[src/rtl/can_frame_fifo_if.sv]
// Read-side bundle of the CAN frame FIFO.
// The master drives the head entry and frame_valid; the slave returns frame_ready.
//   frame_valid  : FIFO non-empty, head entry is on the frame_* signals
//   frame_ready  : reader accepts the head entry this cycle
//   frame_id     : 29-bit ID, standard IDs right-aligned
//   frame_ide    : extended-frame flag
//   frame_rtr    : remote-frame flag
//   frame_dlc    : raw received DLC
//   frame_data   : byte k at [8k+7:8k], bytes not received read 0
//   frame_crc_ok : computed CRC matched the received CRC
interface can_frame_fifo_if #(
    parameter int MAX_BYTES = 8
);
    logic                   frame_valid;
    logic                   frame_ready;
    logic [28:0]            frame_id;
    logic                   frame_ide;
    logic                   frame_rtr;
    logic [3:0]             frame_dlc;
    logic [8*MAX_BYTES-1:0] frame_data;
    logic                   frame_crc_ok;

    modport master (
        output frame_valid, frame_id, frame_ide, frame_rtr, frame_dlc, frame_data, frame_crc_ok,
        input  frame_ready
    );

    modport slave (
        input  frame_valid, frame_id, frame_ide, frame_rtr, frame_dlc, frame_data, frame_crc_ok,
        output frame_ready
    );
endinterface

[src/rtl/can_frame_fifo.sv]
// CAN frame parser with CRC-15 check feeding a DEPTH-entry frame FIFO.
// Ports:
//   clk, rst          : system clock, asynchronous active-high reset
//   bit_en            : per-bit strobe qualifying rx and stuff_err
//   rx                : unstuffed CAN bit (0 = dominant)
//   stuff_err         : stuff violation from the unstuffer
//   fr                : read-side handshake and head entry (master modport)
//   frame_err         : one-cycle pulse when a frame is aborted
//   overflow          : one-cycle pulse when a complete frame is dropped (FIFO full)
//   drop_count        : saturating count of overflow drops
//   fifo_count        : entries currently held
module can_frame_fifo #(
    parameter int          DEPTH     = 4,
    parameter int          MAX_BYTES = 8,
    parameter int          EXT_EN    = 1,
    parameter logic [14:0] CRC_POLY  = 15'h4599
) (
    input  logic                     clk,
    input  logic                     rst,
    input  logic                     bit_en,
    input  logic                     rx,
    input  logic                     stuff_err,
    can_frame_fifo_if.master         fr,
    output logic                     frame_err,
    output logic                     overflow,
    output logic [7:0]               drop_count,
    output logic [$clog2(DEPTH):0]   fifo_count
);
    localparam int AW = $clog2(DEPTH);
    localparam int DW = 8 * MAX_BYTES;

    typedef enum logic [3:0] {
        IDLE, ID_A, SRR_RTR, IDE, ID_B, RTR, R1, R0, DLC, DATA, CRC, CRC_DEL, WAIT_IDLE
    } state_t;

    typedef struct packed {
        logic [28:0]   id;
        logic          ide;
        logic          rtr;
        logic [3:0]    dlc;
        logic [DW-1:0] data;
        logic          crc_ok;
    } entry_t;

    // One CRC-15 step, MSB first, implicit x^15 term.
    function automatic logic [14:0] crc15_step(input logic [14:0] crc, input logic b);
        logic nxt;
        nxt = b ^ crc[14];
        return {crc[13:0], 1'b0} ^ (nxt ? CRC_POLY : 15'h0000);
    endfunction

    state_t        state_r;
    logic [5:0]    cnt_r;
    logic [14:0]   crc_r;
    logic [14:0]   crc_rx_r;
    logic [28:0]   id_r;
    logic          ide_r;
    logic          rtr_r;
    logic [3:0]    dlc_r;
    logic [63:0]   data_r;
    logic [2:0]    last_byte_r;
    logic          crc_ok_r;
    logic          push_r;
    logic          frame_err_r;

    logic [3:0]    dlc_nxt_s;
    logic [2:0]    last_byte_s;
    logic [14:0]   crc_nxt_s;

    assign dlc_nxt_s   = {dlc_r[2:0], rx};
    // DLC 8..15 all mean eight bytes; 1..7 give the byte index of the last byte.
    assign last_byte_s = dlc_nxt_s[3] ? 3'd7 : (dlc_nxt_s[2:0] - 3'd1);
    assign crc_nxt_s   = crc15_step(crc_r, rx);

    // Frame parser: advances only on bit_en, emits push/frame_err pulses.
    always_ff @(posedge clk or posedge rst) begin
        if (rst) begin
            state_r     <= IDLE;
            cnt_r       <= 6'd0;
            crc_r       <= 15'd0;
            crc_rx_r    <= 15'd0;
            id_r        <= 29'd0;
            ide_r       <= 1'b0;
            rtr_r       <= 1'b0;
            dlc_r       <= 4'd0;
            data_r      <= 64'd0;
            last_byte_r <= 3'd0;
            crc_ok_r    <= 1'b0;
            push_r      <= 1'b0;
            frame_err_r <= 1'b0;
        end else begin
            push_r      <= 1'b0;
            frame_err_r <= 1'b0;
            if (bit_en) begin
                if (stuff_err && (state_r != IDLE) && (state_r != WAIT_IDLE)) begin
                    frame_err_r <= 1'b1;
                    cnt_r       <= 6'd0;
                    state_r     <= WAIT_IDLE;
                end else begin
                    case (state_r)
                        IDLE: begin
                            if (!rx) begin
                                crc_r    <= crc15_step(15'd0, rx);
                                crc_rx_r <= 15'd0;
                                id_r     <= 29'd0;
                                ide_r    <= 1'b0;
                                rtr_r    <= 1'b0;
                                dlc_r    <= 4'd0;
                                data_r   <= 64'd0;
                                cnt_r    <= 6'd0;
                                state_r  <= ID_A;
                            end
                        end
                        ID_A: begin
                            crc_r <= crc_nxt_s;
                            id_r  <= {id_r[27:0], rx};
                            if (cnt_r == 6'd10) begin
                                cnt_r   <= 6'd0;
                                state_r <= SRR_RTR;
                            end else begin
                                cnt_r <= cnt_r + 6'd1;
                            end
                        end
                        SRR_RTR: begin
                            // RTR for a standard frame; overwritten later by the real RTR if extended.
                            crc_r   <= crc_nxt_s;
                            rtr_r   <= rx;
                            state_r <= IDE;
                        end
                        IDE: begin
                            crc_r <= crc_nxt_s;
                            if (!rx) begin
                                state_r <= R0;
                            end else if (EXT_EN != 0) begin
                                ide_r   <= 1'b1;
                                cnt_r   <= 6'd0;
                                state_r <= ID_B;
                            end else begin
                                frame_err_r <= 1'b1;
                                cnt_r       <= 6'd0;
                                state_r     <= WAIT_IDLE;
                            end
                        end
                        ID_B: begin
                            crc_r <= crc_nxt_s;
                            id_r  <= {id_r[27:0], rx};
                            if (cnt_r == 6'd17) begin
                                cnt_r   <= 6'd0;
                                state_r <= RTR;
                            end else begin
                                cnt_r <= cnt_r + 6'd1;
                            end
                        end
                        RTR: begin
                            crc_r   <= crc_nxt_s;
                            rtr_r   <= rx;
                            state_r <= R1;
                        end
                        R1: begin
                            crc_r   <= crc_nxt_s;
                            state_r <= R0;
                        end
                        R0: begin
                            crc_r   <= crc_nxt_s;
                            cnt_r   <= 6'd0;
                            state_r <= DLC;
                        end
                        DLC: begin
                            crc_r <= crc_nxt_s;
                            dlc_r <= dlc_nxt_s;
                            if (cnt_r == 6'd3) begin
                                cnt_r       <= 6'd0;
                                last_byte_r <= last_byte_s;
                                state_r     <= (rtr_r || (dlc_nxt_s == 4'd0)) ? CRC : DATA;
                            end else begin
                                cnt_r <= cnt_r + 6'd1;
                            end
                        end
                        DATA: begin
                            crc_r <= crc_nxt_s;
                            // Bytes arrive MSB first; bytes past MAX_BYTES only feed the CRC.
                            if ({1'b0, cnt_r[5:3]} < 4'(MAX_BYTES)) begin
                                data_r[{cnt_r[5:3], ~cnt_r[2:0]}] <= rx;
                            end
                            if (cnt_r == {last_byte_r, 3'b111}) begin
                                cnt_r   <= 6'd0;
                                state_r <= CRC;
                            end else begin
                                cnt_r <= cnt_r + 6'd1;
                            end
                        end
                        CRC: begin
                            crc_rx_r <= {crc_rx_r[13:0], rx};
                            if (cnt_r == 6'd14) begin
                                cnt_r   <= 6'd0;
                                state_r <= CRC_DEL;
                            end else begin
                                cnt_r <= cnt_r + 6'd1;
                            end
                        end
                        CRC_DEL: begin
                            if (rx) begin
                                push_r   <= 1'b1;
                                crc_ok_r <= (crc_r == crc_rx_r);
                            end else begin
                                frame_err_r <= 1'b1;
                            end
                            cnt_r   <= 6'd0;
                            state_r <= WAIT_IDLE;
                        end
                        WAIT_IDLE: begin
                            if (!rx) begin
                                cnt_r <= 6'd0;
                            end else if (cnt_r == 6'd9) begin
                                cnt_r   <= 6'd0;
                                state_r <= IDLE;
                            end else begin
                                cnt_r <= cnt_r + 6'd1;
                            end
                        end
                        default: begin
                            cnt_r   <= 6'd0;
                            state_r <= IDLE;
                        end
                    endcase
                end
            end
        end
    end

    entry_t          in_entry_s;
    entry_t          mem_r [DEPTH];
    entry_t          head_r;
    logic            valid_r;
    logic            overflow_r;
    logic [7:0]      drop_r;
    logic [AW-1:0]   wr_ptr_r;
    logic [AW-1:0]   rd_ptr_r;
    logic [AW-1:0]   rd_nxt_s;
    logic [AW:0]     count_r;
    logic [AW:0]     count_nxt_s;
    logic            full_s;
    logic            pop_s;
    logic            wr_en_s;

    assign in_entry_s = '{id: id_r, ide: ide_r, rtr: rtr_r, dlc: dlc_r,
                          data: data_r[DW-1:0], crc_ok: crc_ok_r};
    assign full_s     = (count_r == (AW+1)'(DEPTH));
    assign pop_s      = valid_r && fr.frame_ready;
    // A full FIFO still accepts a push when the head leaves in the same cycle.
    assign wr_en_s    = push_r && (!full_s || pop_s);
    assign rd_nxt_s   = rd_ptr_r + AW'(1);
    assign count_nxt_s = count_r + (AW+1)'(wr_en_s) - (AW+1)'(pop_s);

    // Entry storage; contents are don't-care until written, pointers carry validity.
    always_ff @(posedge clk) begin
        if (wr_en_s) begin
            mem_r[wr_ptr_r] <= in_entry_s;
        end
    end

    // Pointers, occupancy, registered head entry and overflow accounting.
    always_ff @(posedge clk or posedge rst) begin
        if (rst) begin
            wr_ptr_r   <= '0;
            rd_ptr_r   <= '0;
            count_r    <= '0;
            head_r     <= '0;
            valid_r    <= 1'b0;
            overflow_r <= 1'b0;
            drop_r     <= 8'd0;
        end else begin
            if (wr_en_s) begin
                wr_ptr_r <= wr_ptr_r + AW'(1);
            end
            if (pop_s) begin
                rd_ptr_r <= rd_nxt_s;
            end
            count_r <= count_nxt_s;
            valid_r <= (count_nxt_s != '0);
            // The new head bypasses memory when the FIFO is (or becomes) empty.
            if (pop_s) begin
                head_r <= (count_r == (AW+1)'(1)) ? in_entry_s : mem_r[rd_nxt_s];
            end else if ((count_r == '0) && wr_en_s) begin
                head_r <= in_entry_s;
            end
            overflow_r <= push_r && full_s && !pop_s;
            if (push_r && full_s && !pop_s && (drop_r != 8'hFF)) begin
                drop_r <= drop_r + 8'd1;
            end
        end
    end

    assign fr.frame_valid  = valid_r;
    assign fr.frame_id     = head_r.id;
    assign fr.frame_ide    = head_r.ide;
    assign fr.frame_rtr    = head_r.rtr;
    assign fr.frame_dlc    = head_r.dlc;
    assign fr.frame_data   = head_r.data;
    assign fr.frame_crc_ok = head_r.crc_ok;
    assign frame_err       = frame_err_r;
    assign overflow        = overflow_r;
    assign drop_count      = drop_r;
    assign fifo_count      = count_r;
endmodule

[src/flat_wrapper.sv]
// flat-port wrapper written by rule: the top's interface ports become plain ports
module can_frame_fifo_flat 
#(
    parameter int          DEPTH     = 4,
    parameter int          MAX_BYTES = 8,
    parameter int          EXT_EN    = 1,
    parameter logic [14:0] CRC_POLY  = 15'h4599
)
  (clk, rst, bit_en, rx, stuff_err, frame_err, overflow, drop_count, fifo_count, fr_frame_valid, fr_frame_id, fr_frame_ide, fr_frame_rtr, fr_frame_dlc, fr_frame_data, fr_frame_crc_ok, fr_frame_ready);
  can_frame_fifo_if #(.MAX_BYTES(MAX_BYTES)) fr_i ();
  input  logic clk;
  input  logic rst;
  input  logic bit_en;
  input  logic rx;
  input  logic stuff_err;
  output logic frame_err;
  output logic overflow;
  output logic [7:0] drop_count;
  output logic [$clog2(DEPTH):0] fifo_count;
  output wire logic [$bits(fr_i.frame_valid)-1:0] fr_frame_valid;
  output wire logic [$bits(fr_i.frame_id)-1:0] fr_frame_id;
  output wire logic [$bits(fr_i.frame_ide)-1:0] fr_frame_ide;
  output wire logic [$bits(fr_i.frame_rtr)-1:0] fr_frame_rtr;
  output wire logic [$bits(fr_i.frame_dlc)-1:0] fr_frame_dlc;
  output wire logic [$bits(fr_i.frame_data)-1:0] fr_frame_data;
  output wire logic [$bits(fr_i.frame_crc_ok)-1:0] fr_frame_crc_ok;
  input wire logic [$bits(fr_i.frame_ready)-1:0] fr_frame_ready;
  assign fr_frame_valid = fr_i.frame_valid;
  assign fr_frame_id = fr_i.frame_id;
  assign fr_frame_ide = fr_i.frame_ide;
  assign fr_frame_rtr = fr_i.frame_rtr;
  assign fr_frame_dlc = fr_i.frame_dlc;
  assign fr_frame_data = fr_i.frame_data;
  assign fr_frame_crc_ok = fr_i.frame_crc_ok;
  assign fr_i.frame_ready = fr_frame_ready;
  can_frame_fifo #(.DEPTH(DEPTH), .MAX_BYTES(MAX_BYTES), .EXT_EN(EXT_EN), .CRC_POLY(CRC_POLY)) u_core (.clk(clk), .rst(rst), .bit_en(bit_en), .rx(rx), .stuff_err(stuff_err), .fr(fr_i), .frame_err(frame_err), .overflow(overflow), .drop_count(drop_count), .fifo_count(fifo_count));
endmodule
[config.mk]
export PLATFORM = sky130hd
export DESIGN_NAME = can_frame_fifo_flat
export DESIGN_NICKNAME = d
export VERILOG_FILES = /design/src/rtl/can_frame_fifo_if.sv /design/src/rtl/can_frame_fifo.sv /design/src/flat_wrapper.sv
export SDC_FILE = /design/constraint.sdc
export NUM_CORES = 1
export LEC_CHECK = 0
export CAP_MARGIN = 20
export CORE_MARGIN = 2
export CORE_UTILIZATION = 26
export DETAILED_ROUTE_END_ITERATION = 10
export DONT_BUFFER_PORTS = 1
export MAX_ROUTING_LAYER = met4
export PLACE_DENSITY = 0.4
export SLEW_MARGIN = 40
export SYNTH_ARGS = -nofsm -noshare
export SYNTH_HDL_FRONTEND = slang
export SYNTH_SLANG_ARGS = --single-unit
[constraint.sdc]
create_clock -name clk -period 8.2 [get_ports clk]
set_input_delay 0.82 -clock clk [delete_from_list [all_inputs] [get_ports clk]]
set_output_delay 0.82 -clock clk [all_outputs]
set_load 0.02 [all_outputs]
==> summary.md <==
| Metric | Value |
|---|---|
| Unrepaired setup endpoints after global routing | `false` |
| Die Wd | `323 um` |
| Die Area | `104000 um^2` |
| Final Slew Violations | `0` |
| IO Count | `120` |
| Area share of the largest cell type after synthesis | `45.4%` |
| # H-tree levels | `3` |
| First-pass GRT wire length | `111000 um` |
| Routed Wire Length | `74300 um` |
| Most used DFF post-synth | `edfxtp_1` |
| Clk pwr share | `33.1%` |
| Slowest cell on the critical path | `nand4_1` |
| Least-Margin Pin Slew | `856 ps` |
| Routability cong. | `0.775` |
| Maxcap violations | `0` |
| Post-CTS Setup Inserts | `0` |
| Most common cell after layout, fill and taps aside | `edfxtp_1` |
| Core Box Area | `100000 um^2` |
| Kind of critical path | `register to register` |
| Switching pwr | `3.24 mW` |
| Final Hold Fails | `0` |
| Main area contributors after synthesis | `edfxtp_1 45%, dfrtp_1 25%, mux4_2 8.5%, nand2_1 4.5%, o21ai_0 3.3%` |
| # hold bufs at CTS | `0` |
| Critical path capture point type | `register` |
| Critical path arrival | `4030 ps` |
| Post-detailed-route wirelength per cell | `23.0 um` |
| CP startpoint kind | `register` |
| Max Fclk | `0.283 GHz` |
| Clock Skews | `27.3 ps` |
| Yosys synthesis warning count | `0` |
| Pwr dens | `320 nW/um^2` |
| Post-synth EDFFs | `400` |
| Fin crit share | `43.1%` |
| Vias/cell | `4.75` |
| FF-to-FF setup slack | `4670 ps` |
| Post-Place Cells | `3100` |
| Register area share after synthesis | `70.3%` |
| Initial Util | `26.3%` |
| DRC violations left | `0` |
| Chip Height | `323 um` |
| Largest net degree at the start of global routing | `72` |
| Worst Path Required | `8690 ps` |
| Yosys cell types | `66` |
| Share of cells above drive strength 1 | `14.7%` |
| Initial antenna violation count | `0` |
| Worst skew pair latency | `630 ps` |
| GRT Total Usage | `14.8%` |
| Synthesized area per cell | `14.4 um^2` |
| Buf+Inv Stages, Crit Path | `0` |
| Antenna diode count | `0` |
| Most frequent cells in the layout | `400 x edfxtp_1, 316 x nand2_1, 258 x dfrtp_1, 172 x o21ai_0` |
| Yosys reg bits | `662` |
| Status | `complete, no violations` |
| Seq pwr share | `48.1%` |
| DRT iter0 DRCs | `1139` |
| Slew HR | `42.8%` |
| Final setup viols | `0` |
| Cell Count, Final, Fillers Out | `3237` |
| Rows | `116` |
| P_int | `6.51 mW` |
| Leakage power | `11.8 nW` |
| DPL Wire Length | `43500 um` |
| 1st-pass router iterations | `7` |
| Synthesized area | `26400 um^2` |
| Setup_tns | `0 ps` |
| Worst path max stage delay | `860 ps` |
| CTS resizes | `0` |
| Area grow syn2layout | `15.3%` |
| CTS Buf Count | `75` |
| Port buffer count | `0` |
| Root Buffer | `clkbuf_16` |
| CTS max path bufs | `3` |
| Top Family by Delay on Critical Path | `simple AND/OR/NAND/NOR gates` |
| Syn nets | `1848` |
| FFs w/ async S/R, synth | `39.6%` |
| Clock-pin slew on the worst setup and hold paths | `60 ps` |
| Comb pwr share | `18.8%` |
| Hold Path Class | `input pin to async pin` |
| Final min period | `3530 ps` |
| CTS tree | `yes` |
| Worst path cell trace | `nor2b_1, o41a_4, nor2_2, nand4_1, o21ai_0` |
| Antenna-violating nets left | `0` |
| GRT overflow | `0` |
| Routed via count | `15400` |
| Max VDD drop | `137 uV` |
| Vias in the first global route | `15900` |
| Sw Ratio | `33.2%` |
| CTS Sinks | `662` |
| CP max FO | `18` |
| NumNets Final | `1838` |
| Synth Instances | `1830` |
| Leading area contributor after synthesis | `edfxtp_1` |
[power by group through the flow]
stage	Clock (mW)	Combinational [mW]	Sequential (mW)
after floorplan	0	1.43	4.42
after detailed placement	0	1.87	4.80
after global placement	0	1.72	4.87
final	3.23	1.83	4.69
after global routing	3.47	2.03	4.76
after CTS	3.34	1.88	4.73
[per-stage QoR]
stage	hold WS (ps)	cell area [um^2]	util, %	setup slack [ps]	total power, mW
6_report	93.7	30500	30.3	4670	9.75
5_1_grt	103	30500	30.3	4550	10.3
4_1_cts	83.8	30500	30.3	4710	9.95
3_5_place_dp	505	28100	28.0	4440	6.67
3_3_place_gp	504	27900	27.8	4420	6.60
2_1_floorplan	479	26400	-	168	5.85
[kinds of logic (layout without fill, tap and decap cells)]
kind of cell	after synthesis	count (layout)	synth area share, %
xor gates and xnor gates	39	39	1.29
and+or+nand+nor	468	468	7.72
AOI/OAI and AO/OA	397	397	9.12
muxes	106	106	8.77
adders and majority gates	12	12	0.597
DFF	662	662	70.3
buffers and inverters	146	196	2.25
[path summary, 6_finish.rpt]
check,depth (start not counted),end,startpoint
setup / recovery,5,u_core.data_r[42],u_core.state_r[2]
hold / removal,1,u_core.fr.frame_data[36],rst
setup reg to reg,5,u_core.data_r[42],u_core.state_r[2]
hold reg to reg,2,u_core.crc_rx_r[14],u_core.crc_rx_r[14]
max in group asynchronous,4,u_core.fr.frame_id[10],rst
min in group clk,1,u_core.last_byte_r[0],rx
[metal layers]
layer	global-route usage (%)	vias to the layer above	wire length, um
li1	-	6837	-
met1	18.3	8074	31800
met2	24.1	369	36600
met3	3.34	95	4280
met4	4.48	0	1620
met5	-	-	0
[sequential cells by signal (all words and copies together), names as in the netlist, 6 cells and up]
signal / flops
u_core.cnt_r: 6
u_core.crc_r: 15
u_core.crc_rx_r: 15
u_core.data_r: 64
u_core.drop_count: 8
u_core.fr.frame_data: 64
u_core.fr.frame_id: 29
u_core.id_r: 29
u_core.mem_r: 400
[layout make-up]
class                           instances  area, um^2
Multi-Input combinational cell       1022        7370
Fill cell                           10000       70000
Tap cell                             1357        1700
Timing Repair Buffer                   30         378
Clock buffer                          110        2120
Sequential cell                       662       18600
Clock inverter                         27         215
Inverter                               29         116
[Yosys cell counts (all sizes together), types with 6 or more instances]
library cell  count
a21oi            73
a22o              6
a22oi           100
and2              7
buf              36
clkbuf           81
dfrtp           262
edfxtp          400
ha               11
inv              27
mux4            100
nand2           318
nand3            42
nand4            15
nor2             35
nor2b            10
nor3             14
o21ai           177
o31ai            10
xnor2            32
xor2              7
No activity file was read; power rests on OpenSTA's default activity.
